File: src/rtl/aurora_pkg.sv
// Shared constants for the Aurora TX datapath.
package aurora_pkg;
  localparam int unsigned AXI_DATA_SIZE = 64;
endpackage

File: src/rtl/tx_frame_arbiter.sv
// Frame-granular round-robin arbiter feeding the Aurora TX data controller from
// two AXI-stream sources, pacing beats to the lane rate and gapping frames.
module tx_frame_arbiter
  import aurora_pkg::*;
#(
  parameter int unsigned DATA_W    = AXI_DATA_SIZE,
  parameter int unsigned FRAME_GAP = 4
) (
  input  logic              clk,
  input  logic              rst_n,
  input  logic              single_lane,
  input  logic              s0_valid,
  input  logic              s1_valid,
  input  logic              s0_last,
  input  logic              s1_last,
  input  logic [DATA_W-1:0] s0_data,
  input  logic [DATA_W-1:0] s1_data,
  output logic              s0_ready,
  output logic              s1_ready,
  output logic              m_valid,
  output logic              m_last,
  output logic [DATA_W-1:0] m_data,
  output logic [1:0]        grant,
  output logic              busy
);

  localparam int unsigned GAP_W = (FRAME_GAP > 0) ? $clog2(FRAME_GAP + 1) : 1;

  typedef enum logic [1:0] {IDLE, LOAD, HOLD, GAP} state_t;

  state_t            state, state_nxt;
  logic [2:0]        cnt, cnt_nxt;
  logic [GAP_W-1:0]  gap_cnt, gap_nxt;
  logic              lane_single, lane_nxt;
  logic              rr_ptr, rr_nxt;
  logic [1:0]        grant_nxt;
  logic              m_valid_nxt, m_last_nxt;
  logic [DATA_W-1:0] m_data_nxt;
  logic              own_valid, own_last;
  logic [DATA_W-1:0] own_data;
  logic              hold_done;

  assign own_valid = grant[0] ? s0_valid : s1_valid;
  assign own_last  = grant[0] ? s0_last  : s1_last;
  assign own_data  = grant[0] ? s0_data  : s1_data;
  assign hold_done = (cnt == (lane_single ? 3'd6 : 3'd0));

  assign s0_ready = (state == LOAD) && grant[0];
  assign s1_ready = (state == LOAD) && grant[1];
  assign busy     = (state != IDLE);

  always_comb begin
    state_nxt   = state;
    grant_nxt   = grant;
    rr_nxt      = rr_ptr;
    cnt_nxt     = cnt;
    gap_nxt     = gap_cnt;
    lane_nxt    = lane_single;
    m_valid_nxt = m_valid;
    m_last_nxt  = m_last;
    m_data_nxt  = m_data;
    case (state)
      IDLE: begin
        m_valid_nxt = 1'b0;
        m_last_nxt  = 1'b0;
        m_data_nxt  = '0;
        grant_nxt   = 2'b00;
        if (s0_valid || s1_valid) begin
          grant_nxt = (s0_valid && (!s1_valid || !rr_ptr)) ? 2'b01 : 2'b10;
          lane_nxt  = single_lane;
          state_nxt = LOAD;
        end
      end
      LOAD: begin
        m_valid_nxt = own_valid;
        m_last_nxt  = own_valid && own_last;
        m_data_nxt  = own_valid ? own_data : '0;
        cnt_nxt     = '0;
        state_nxt   = HOLD;
      end
      HOLD: begin
        if (hold_done) begin
          gap_nxt   = '0;
          state_nxt = (m_valid && m_last) ? GAP : LOAD;
        end else begin
          cnt_nxt = cnt + 3'd1;
        end
      end
      GAP: begin
        // The first GAP cycle is still the final cycle of the last beat, so the
        // outputs clear at its edge and FRAME_GAP idle cycles follow.
        if (gap_cnt == '0) begin
          m_valid_nxt = 1'b0;
          m_last_nxt  = 1'b0;
          m_data_nxt  = '0;
          grant_nxt   = 2'b00;
          rr_nxt      = grant[0];
        end
        if (gap_cnt == GAP_W'(FRAME_GAP)) begin
          state_nxt = IDLE;
        end else begin
          gap_nxt = gap_cnt + GAP_W'(1);
        end
      end
      default: state_nxt = IDLE;
    endcase
  end

  always_ff @(posedge clk or negedge rst_n) begin
    if (!rst_n) begin
      state       <= IDLE;
      cnt         <= '0;
      gap_cnt     <= '0;
      lane_single <= 1'b0;
      rr_ptr      <= 1'b0;
      grant       <= 2'b00;
      m_valid     <= 1'b0;
      m_last      <= 1'b0;
      m_data      <= '0;
    end else begin
      state       <= state_nxt;
      cnt         <= cnt_nxt;
      gap_cnt     <= gap_nxt;
      lane_single <= lane_nxt;
      rr_ptr      <= rr_nxt;
      grant       <= grant_nxt;
      m_valid     <= m_valid_nxt;
      m_last      <= m_last_nxt;
      m_data      <= m_data_nxt;
    end
  end

endmodule

File: config.mk
export PLATFORM = sky130hd
export DESIGN_NAME = tx_frame_arbiter
export DESIGN_NICKNAME = d
export VERILOG_FILES = /design/src/rtl/aurora_pkg.sv /design/src/rtl/tx_frame_arbiter.sv
export SDC_FILE = /design/constraint.sdc
export NUM_CORES = 1
export LEC_CHECK = 0
export BUFFER_PORTS_ARGS = -buffer_cell sky130_fd_sc_hd__buf_2
export CAP_MARGIN = 20
export CORE_MARGIN = 2
export CORE_UTILIZATION = 41
export DETAILED_ROUTE_END_ITERATION = 10
export PLACE_DENSITY = 0.84
export SLEW_MARGIN = 25
export SYNTH_ARGS = -nofsm -noshare
export SYNTH_HDL_FRONTEND = slang
export SYNTH_SLANG_ARGS = --single-unit
File: constraint.sdc
create_clock -name clk -period 1.5 [get_ports clk]
set_input_delay 0.15 -clock clk [delete_from_list [all_inputs] [get_ports clk]]
set_output_delay 0.15 -clock clk [all_outputs]
set_load 0.02 [all_outputs]
==> results.py, run 1 <==
metrics = {
    "drt": {
        "vias_per_cell": 5.32,
        "drc": 0,
        "ant_nets": 0,
        "drt_iter0_markers": 133,
        "drt-total-wl_um": 11700,
        "vias": 3483,
        "first_pass_iters": 4,
        "wl_per_cell_um": 17.9,
    },
    "logic_synthesis": {
        "synth-seq-cells": 78,
        "synth.area.top_cells": "dfrtp_1, mux2i_1, o2bb2ai_1",
        "syn_area_per_cell_um2": 12.5,
        "yosysTopAreaCell": "dfrtp_1",
        "ys_seq_area_share_pct": 51.7,
        "synth_edf_count": 0,
        "syn_nets": 441,
        "synth-main-ff-cell": "dfrtp_1",
        "ys_types": 39,
        "syn_inst": 303,
        "syn_area_mm2": 0.00377,
        "ys_warn_count": 0,
        "async_reset_ff_share_pct": 100,
        "synth_top_cell_area_share_pct": 51.7,
    },
    "grt": {
        "antenna_found_initial": 0,
        "grt_pass1_wl_um": 15400,
        "first_global_vias": 3285,
        "grt_max_degree": 39,
        "grt_use_total_pct": 19.5,
        "gr-total-overflow": 0,
    },
    "final_layout": {
        "layout-drive-gt1-share_pct": 55.7,
        "fin_cells": 655,
        "utilization_pct": 65.2,
        "design_area_mm2": 0.00591,
        "nets": 677,
        "area_growth_pct": 56.5,
        "mostFrequentLayoutCell": "buf_2",
        "final_cell_mix": "buf_2, dfrtp_1, mux2i_1",
        "nFillCells": 691,
        "antenna_cells": 0,
    },
    "floorplanning": {
        "core_mm2": 0.00906,
        "design.die.area_mm2": 0.00999,
        "initial_utilization_pct": 41.6,
        "die_w_um": 99.9,
        "num_io_pins": 206,
        "die_h_um": 99.9,
        "rows": 35,
    },
    "power_and_ir_drop": {
        "powerDensity_mw_per_mm2": 2120,
        "switching_share_pct": 42.0,
        "power_frac_clock_pct": 12.2,
        "p_switching_mw": 5.26,
        "ir_drop_mv": 1.09,
        "p_total_mw": 12.5,
        "power.internal_mw": 7.27,
        "p_leak_nw": 3.08,
        "p_comb_share_pct": 58.8,
        "p_seq_share_pct": 28.9,
    },
    "critical_path": {
        "cp-start-kind": "flop",
        "cp_max_fo": 19,
        "crit_type": "reg -> reg",
        "arrival_ns": 1.74,
        "cp_data_required_time_ns": 1.72,
        "crit_path_end_kind": "flop",
        "r2r_cells": 5,
    },
    "timing": {
        "max_freq_ghz": 0.659,
        "worst_pin_slew_ns": 0.390,
        "rsz0062_at_grt": "true",
        "slew_viol_final": 0,
        "finalHoldViolCount": 0,
        "relSlewSlack_pct": 73.7,
        "finalClockSkew_ns": 0.0118,
        "finalCritPeriodShare_pct": 101,
        "worst_slack_ns": -0.0169,
        "setup_viol_count_final": 7,
        "period_minus_slack_ns": 1.52,
    },
    "clocking": {
        "clkTransAtPathRegs_ns": 0.08,
        "insertion_delay_ns": 0.34,
        "numCtsBuffers": 9,
        "clock_sinks": 78,
        "root_buffer": "clkbuf_8",
        "clock_tree.buffer_depth": 2,
        "cts_tree": "yes",
        "cts_htree_levels": 3,
    },
    "placement": {
        "placed_cells": 613,
        "portBuffers": 205,
        "gp_congestion": 0.804,
        "dp_hpwl_um": 7220,
        "placedInstanceArea_mm2": 0.00505,
    },
    "min_path": {
        "holdCritPathClass": "in -> reg",
        "hold_depth": 2,
    },
    "run": {
        "cap_violations": 0,
    },
    "run_status": {
        "status": "finished with violations",
        "violations": "setup timing",
    },
}
==> cell type report <==
| cell class | instances | area [um2] | share of cell area, % |
|---|---|---|---|
| well taps | 111 | 139 | 2.35 |
| clock buffers | 10 | 128 | 2.16 |
| repair buffers | 250 | 1680 | 28.4 |
| inverters | 7 | 26.3 | 0.445 |
| flip-flops and latches | 78 | 1960 | 33.1 |
| clock inverters | 6 | 62.6 | 1.06 |
| multi-input cells | 193 | 1920 | 32.4 |
==> metal layers <==
layer  global-route usage [%]  wire length, um  vias up
li1                         -                -     1637
met4                     5.69              125        0
met3                     4.11              669       15
met2                     35.8             6260      155
met5                        0                0        -
met1                     22.9             4650     1676
==> critical path, cell delays in order, from the launching register on <==
cell and delay (ns):
dfrtp_4 0.52, buf_6 0.13, buf_4 0.16, buf_16 0.17
mux2i_1 0.30, o2bb2ai_4 0.10
==> per-stage QoR <==
step,hold slack (ns),TNS (ns),setup slack [ns]
5_1_grt,0.0354,-2.05,-0.0606
2_1_floorplan,-0.146,-1.50,-0.0375
3_5_place_dp,0.0817,-0.187,-0.0239
4_1_cts,0.0329,-0.0173,-0.0173
6_report,0.0520,-0.0464,-0.0169
3_3_place_gp,0.0728,0,0.0301
==> power by group through the flow <==
stage	registers, mW	logic (mW)	clock network (mW)
final	3.63	7.37	1.53
after global routing	3.72	7.83	1.68
after CTS	3.54	6.25	1.57
after detailed placement	3.55	5.79	0
after global placement	3.54	5.58	0
after floorplan	4.45	2.83	0
==> synth_stat cells, types with 2 or more instances <==
master and instances:
dfrtp_1 78, mux2i_1 65, o2bb2ai_1 65, buf_2 15, nand2_1 10, buf_4 7
inv_1 7, a21oi_1 4, nand3_1 4, clkbuf_1 3, ha_1 3, mux2_2 3
nand2b_1 3, nand4b_1 3, nor2b_1 3, a21o_1 2, a31oi_1 2, and2_1 2
o211ai_1 2, o21ai_0 2, o22a_1 2
==> sequential cells by signal, indices dropped and copies added, names as in the netlist <==
register,flops
cnt,3
gap_cnt,3
grant,2
lane_single,1
m_data,64
m_last,1
m_valid,1
rr_ptr,1
state,2
==> final timing paths <==
path,startpoint,end,slack [ns]
min,single_lane,lane_single,0.05
min reg2reg,m_data[9],m_data[9],0.49
max reg2reg,grant[0],m_data[44],-0.02
max in group asynchronous,rst_n,m_data[40],0.68
max,grant[0],m_data[44],-0.02
min in group asynchronous,rst_n,m_data[16],0.27
==> timing repair <==
item,in CTS,in global routing
gates resized for setup,10,39
pin swaps,0,12
endpoints found under the setup margin,67,68
gates cloned,2,10
hold buffers,1,0
buffers inserted,7,6
endpoints found under the hold margin,23,0
==> logic make-up (layout without fill, tap and decap cells) <==
kind of cell / Yosys count / in the layout / synth area share, %
AO/OA/AOI/OAI: 89 / 89 / 19.7
adder cells (fa/ha/maj): 3 / 3 / 0.995
buffers and inverters: 33 / 273 / 4.48
flip-flops: 78 / 78 / 51.7
multiplexers: 68 / 68 / 18.1
AND/OR/NAND/NOR: 32 / 33 / 4.94
Note: power is estimated with default switching activity, not from simulation.
==> inputs of run 2 (changes only) <==
--- a/config.mk
+++ b/config.mk
@@ -7,10 +7,10 @@
 export LEC_CHECK = 0
 export BUFFER_PORTS_ARGS = -buffer_cell sky130_fd_sc_hd__buf_2
 export CAP_MARGIN = 20
-export CORE_MARGIN = 2
-export CORE_UTILIZATION = 41
+export CORE_MARGIN = 1
+export CORE_UTILIZATION = 45
 export DETAILED_ROUTE_END_ITERATION = 10
-export PLACE_DENSITY = 0.84
+export PLACE_DENSITY = 0.88
 export SLEW_MARGIN = 25
 export SYNTH_ARGS = -nofsm -noshare
 export SYNTH_HDL_FRONTEND = slang
==> constraint.sdc (replaced) <==
create_clock -name clk -period 1.55 [get_ports clk]
set_input_delay 0.155 -clock clk [delete_from_list [all_inputs] [get_ports clk]]
set_output_delay 0.155 -clock clk [all_outputs]
set_load 0.02 [all_outputs]
==> results.py, run 2 (synthesized netlist as in run 1, its figures left out) <==
metrics = {
    "placement": {
        "placed_cells": 605,
        "placedInstanceArea_mm2": 0.00501,
        "portBuffers": 205,
        "gp_congestion": 0.866,
        "dp_hpwl_um": 7230,
    },
    "final_layout": {
        "nFillCells": 626,
        "nets": 664,
        "final_cell_mix": "buf_2, dfrtp_1, mux2i_1",
        "area_growth_pct": 45.3,
        "layout-drive-gt1-share_pct": 50.5,
        "top_register": "m_data",
        "antenna_cells": 0,
        "seq_area_mm2": 0.00196,
        "mostFrequentLayoutCell": "buf_2",
        "fin_cells": 636,
        "largest_register_ffs": 64,
        "top_regs": "m_data (64), cnt (3), gap_cnt (3)",
        "design_area_mm2": 0.00548,
        "multi_input_area_mm2": 0.00171,
    },
    "timing": {
        "period_minus_slack_ns": 1.50,
        "max_freq_ghz": 0.669,
        "finalHoldViolCount": 0,
        "finalCritPeriodShare_pct": 96.5,
        "finalClockSkew_ns": 0.0102,
        "relSlewSlack_pct": 79.4,
        "setup_viol_count_final": 0,
        "fin_setup_tns_ns": 0,
        "worst_pin_slew_ns": 0.308,
        "slew_viol_final": 0,
    },
    "drt": {
        "highest_layer": "met4",
        "drt-total-wl_um": 10700,
        "first_pass_iters": 5,
        "wl_met1_um": 4340,
        "wl_per_cell_um": 16.7,
        "drc": 0,
        "vias": 3496,
        "wl_met3_um": 668,
        "vias_per_cell": 5.50,
        "drt_iter0_markers": 139,
        "ant_nets": 0,
        "met2RoutedLength_um": 5460,
    },
    "critical_path": {
        "critical_path.top_delay_family": "buffers and inverters",
        "r2r-end": "m_data[47]",
        "rrSetupSlack_ns": 0.05,
        "cp_slowest_cell": "dfrtp_1",
        "path_buf_inv": 3,
        "r2r_cells": 7,
        "cp-start-kind": "flop",
        "worstReg2RegStart": "gap_cnt[1]",
        "crit_start": "gap_cnt[1]",
        "cp_data_required_time_ns": 1.77,
        "critPathMaxStageDelay_ns": 0.38,
        "cp_max_fo": 11,
        "path_cells": "inv_1 -> ha_4 -> nor2b_4 -> a21boi_4 -> buf_4 -> clkbuf_16 -> o2bb2ai_1",
        "crit_type": "reg -> reg",
        "crit_path_end_kind": "flop",
        "arrival_ns": 1.71,
    },
    "clocking": {
        "root_buffer": "clkbuf_8",
        "numCtsBuffers": 9,
        "clock_sinks": 78,
        "insertion_delay_ns": 0.34,
        "cts_htree_levels": 3,
        "clock_tree.buffer_depth": 2,
        "clkTransAtPathRegs_ns": 0.07,
        "cts_tree": "yes",
    },
    "power_and_ir_drop": {
        "p_leak_nw": 2.91,
        "powerDensity_mw_per_mm2": 2080,
        "ir_drop_mv": 1.06,
    },
    "run_status": {
        "status": "finished, final reports clean",
    },
    "min_path": {
        "hold_depth": 2,
        "holdCritPathClass": "in -> reg",
        "hold_end": "lane_single",
        "hold_start": "single_lane",
    },
    "floorplanning": {
        "core_mm2": 0.00818,
        "die_w_um": 93.6,
        "die_h_um": 93.6,
        "num_io_pins": 206,
        "initial_utilization_pct": 46.2,
        "rows": 33,
        "design.die.area_mm2": 0.00876,
    },
    "grt": {
        "grt_use_total_pct": 23.3,
        "gr-total-overflow": 0,
        "antenna_found_initial": 0,
        "first_global_vias": 3297,
        "grt_max_degree": 47,
        "grt_pass1_wl_um": 15600,
    },
    "run": {
        "cap_violations": 0,
    },
}
run 2: through the flow:
stage	hold WS [ns]	power [mW]	setup WS, ns	util (%)
after floorplan	-0.141	7.05	0.0125	-
after global placement	0.0320	8.74	0.0520	61.2
after detailed placement	0.0414	8.96	-0.0727	61.2
after CTS	0.0479	10.9	0.00279	65.0
after global routing	0.0383	12.1	-0.00272	67.0
final	0.0597	11.4	0.0544	67.0
run 2: report_power, final:
| part | internal [mW] | switching [mW] | total, mW |
|---|---|---|---|
| logic | 2.88 | 3.41 | 6.29 |
| clock network | 0.911 | 0.734 | 1.65 |
| registers | 2.90 | 0.565 | 3.47 |
run 2: worst max path at each step:
stage / slack, ns / to / depth (start not counted)
finish: 0.05 / m_data[47] / 7
global route: -0.003 / m_data[17] / 7
CTS: 0.003 / s0_ready / 3
detailed placement: -0.07 / m_data[48] / 6
global placement: 0.05 / m_data[45] / 6
floorplan: 0.01 / m_data[37] / 7
run 2: cell type report:
| class | count | area share [%] |
|---|---|---|
| Clock inverter | 5 | 1.53 |
| Inverter | 7 | 0.479 |
| Multi-Input combinational cell | 192 | 31.2 |
| Clock buffer | 11 | 2.40 |
| Sequential cell | 78 | 35.7 |
| Timing Repair Buffer | 238 | 26.3 |
| Tap cell | 105 | 2.40 |
run 2: timing repair:
item                                    in CTS  in global routing
endpoints found under the hold margin       54                  0
setup buffers                                2                  7
gates resized for setup                      9                  8
hold buffers                                 1                  0
gates cloned                                 1                  4
pin swaps                                    1                  2
endpoints found under the setup margin      53                 50
run 2: layer usage:
layer	up-vias	track usage, %
li1	1607	-
met3	22	4.23
met5	-	0
met4	0	9.74
met1	1711	27.4
met2	156	41.8
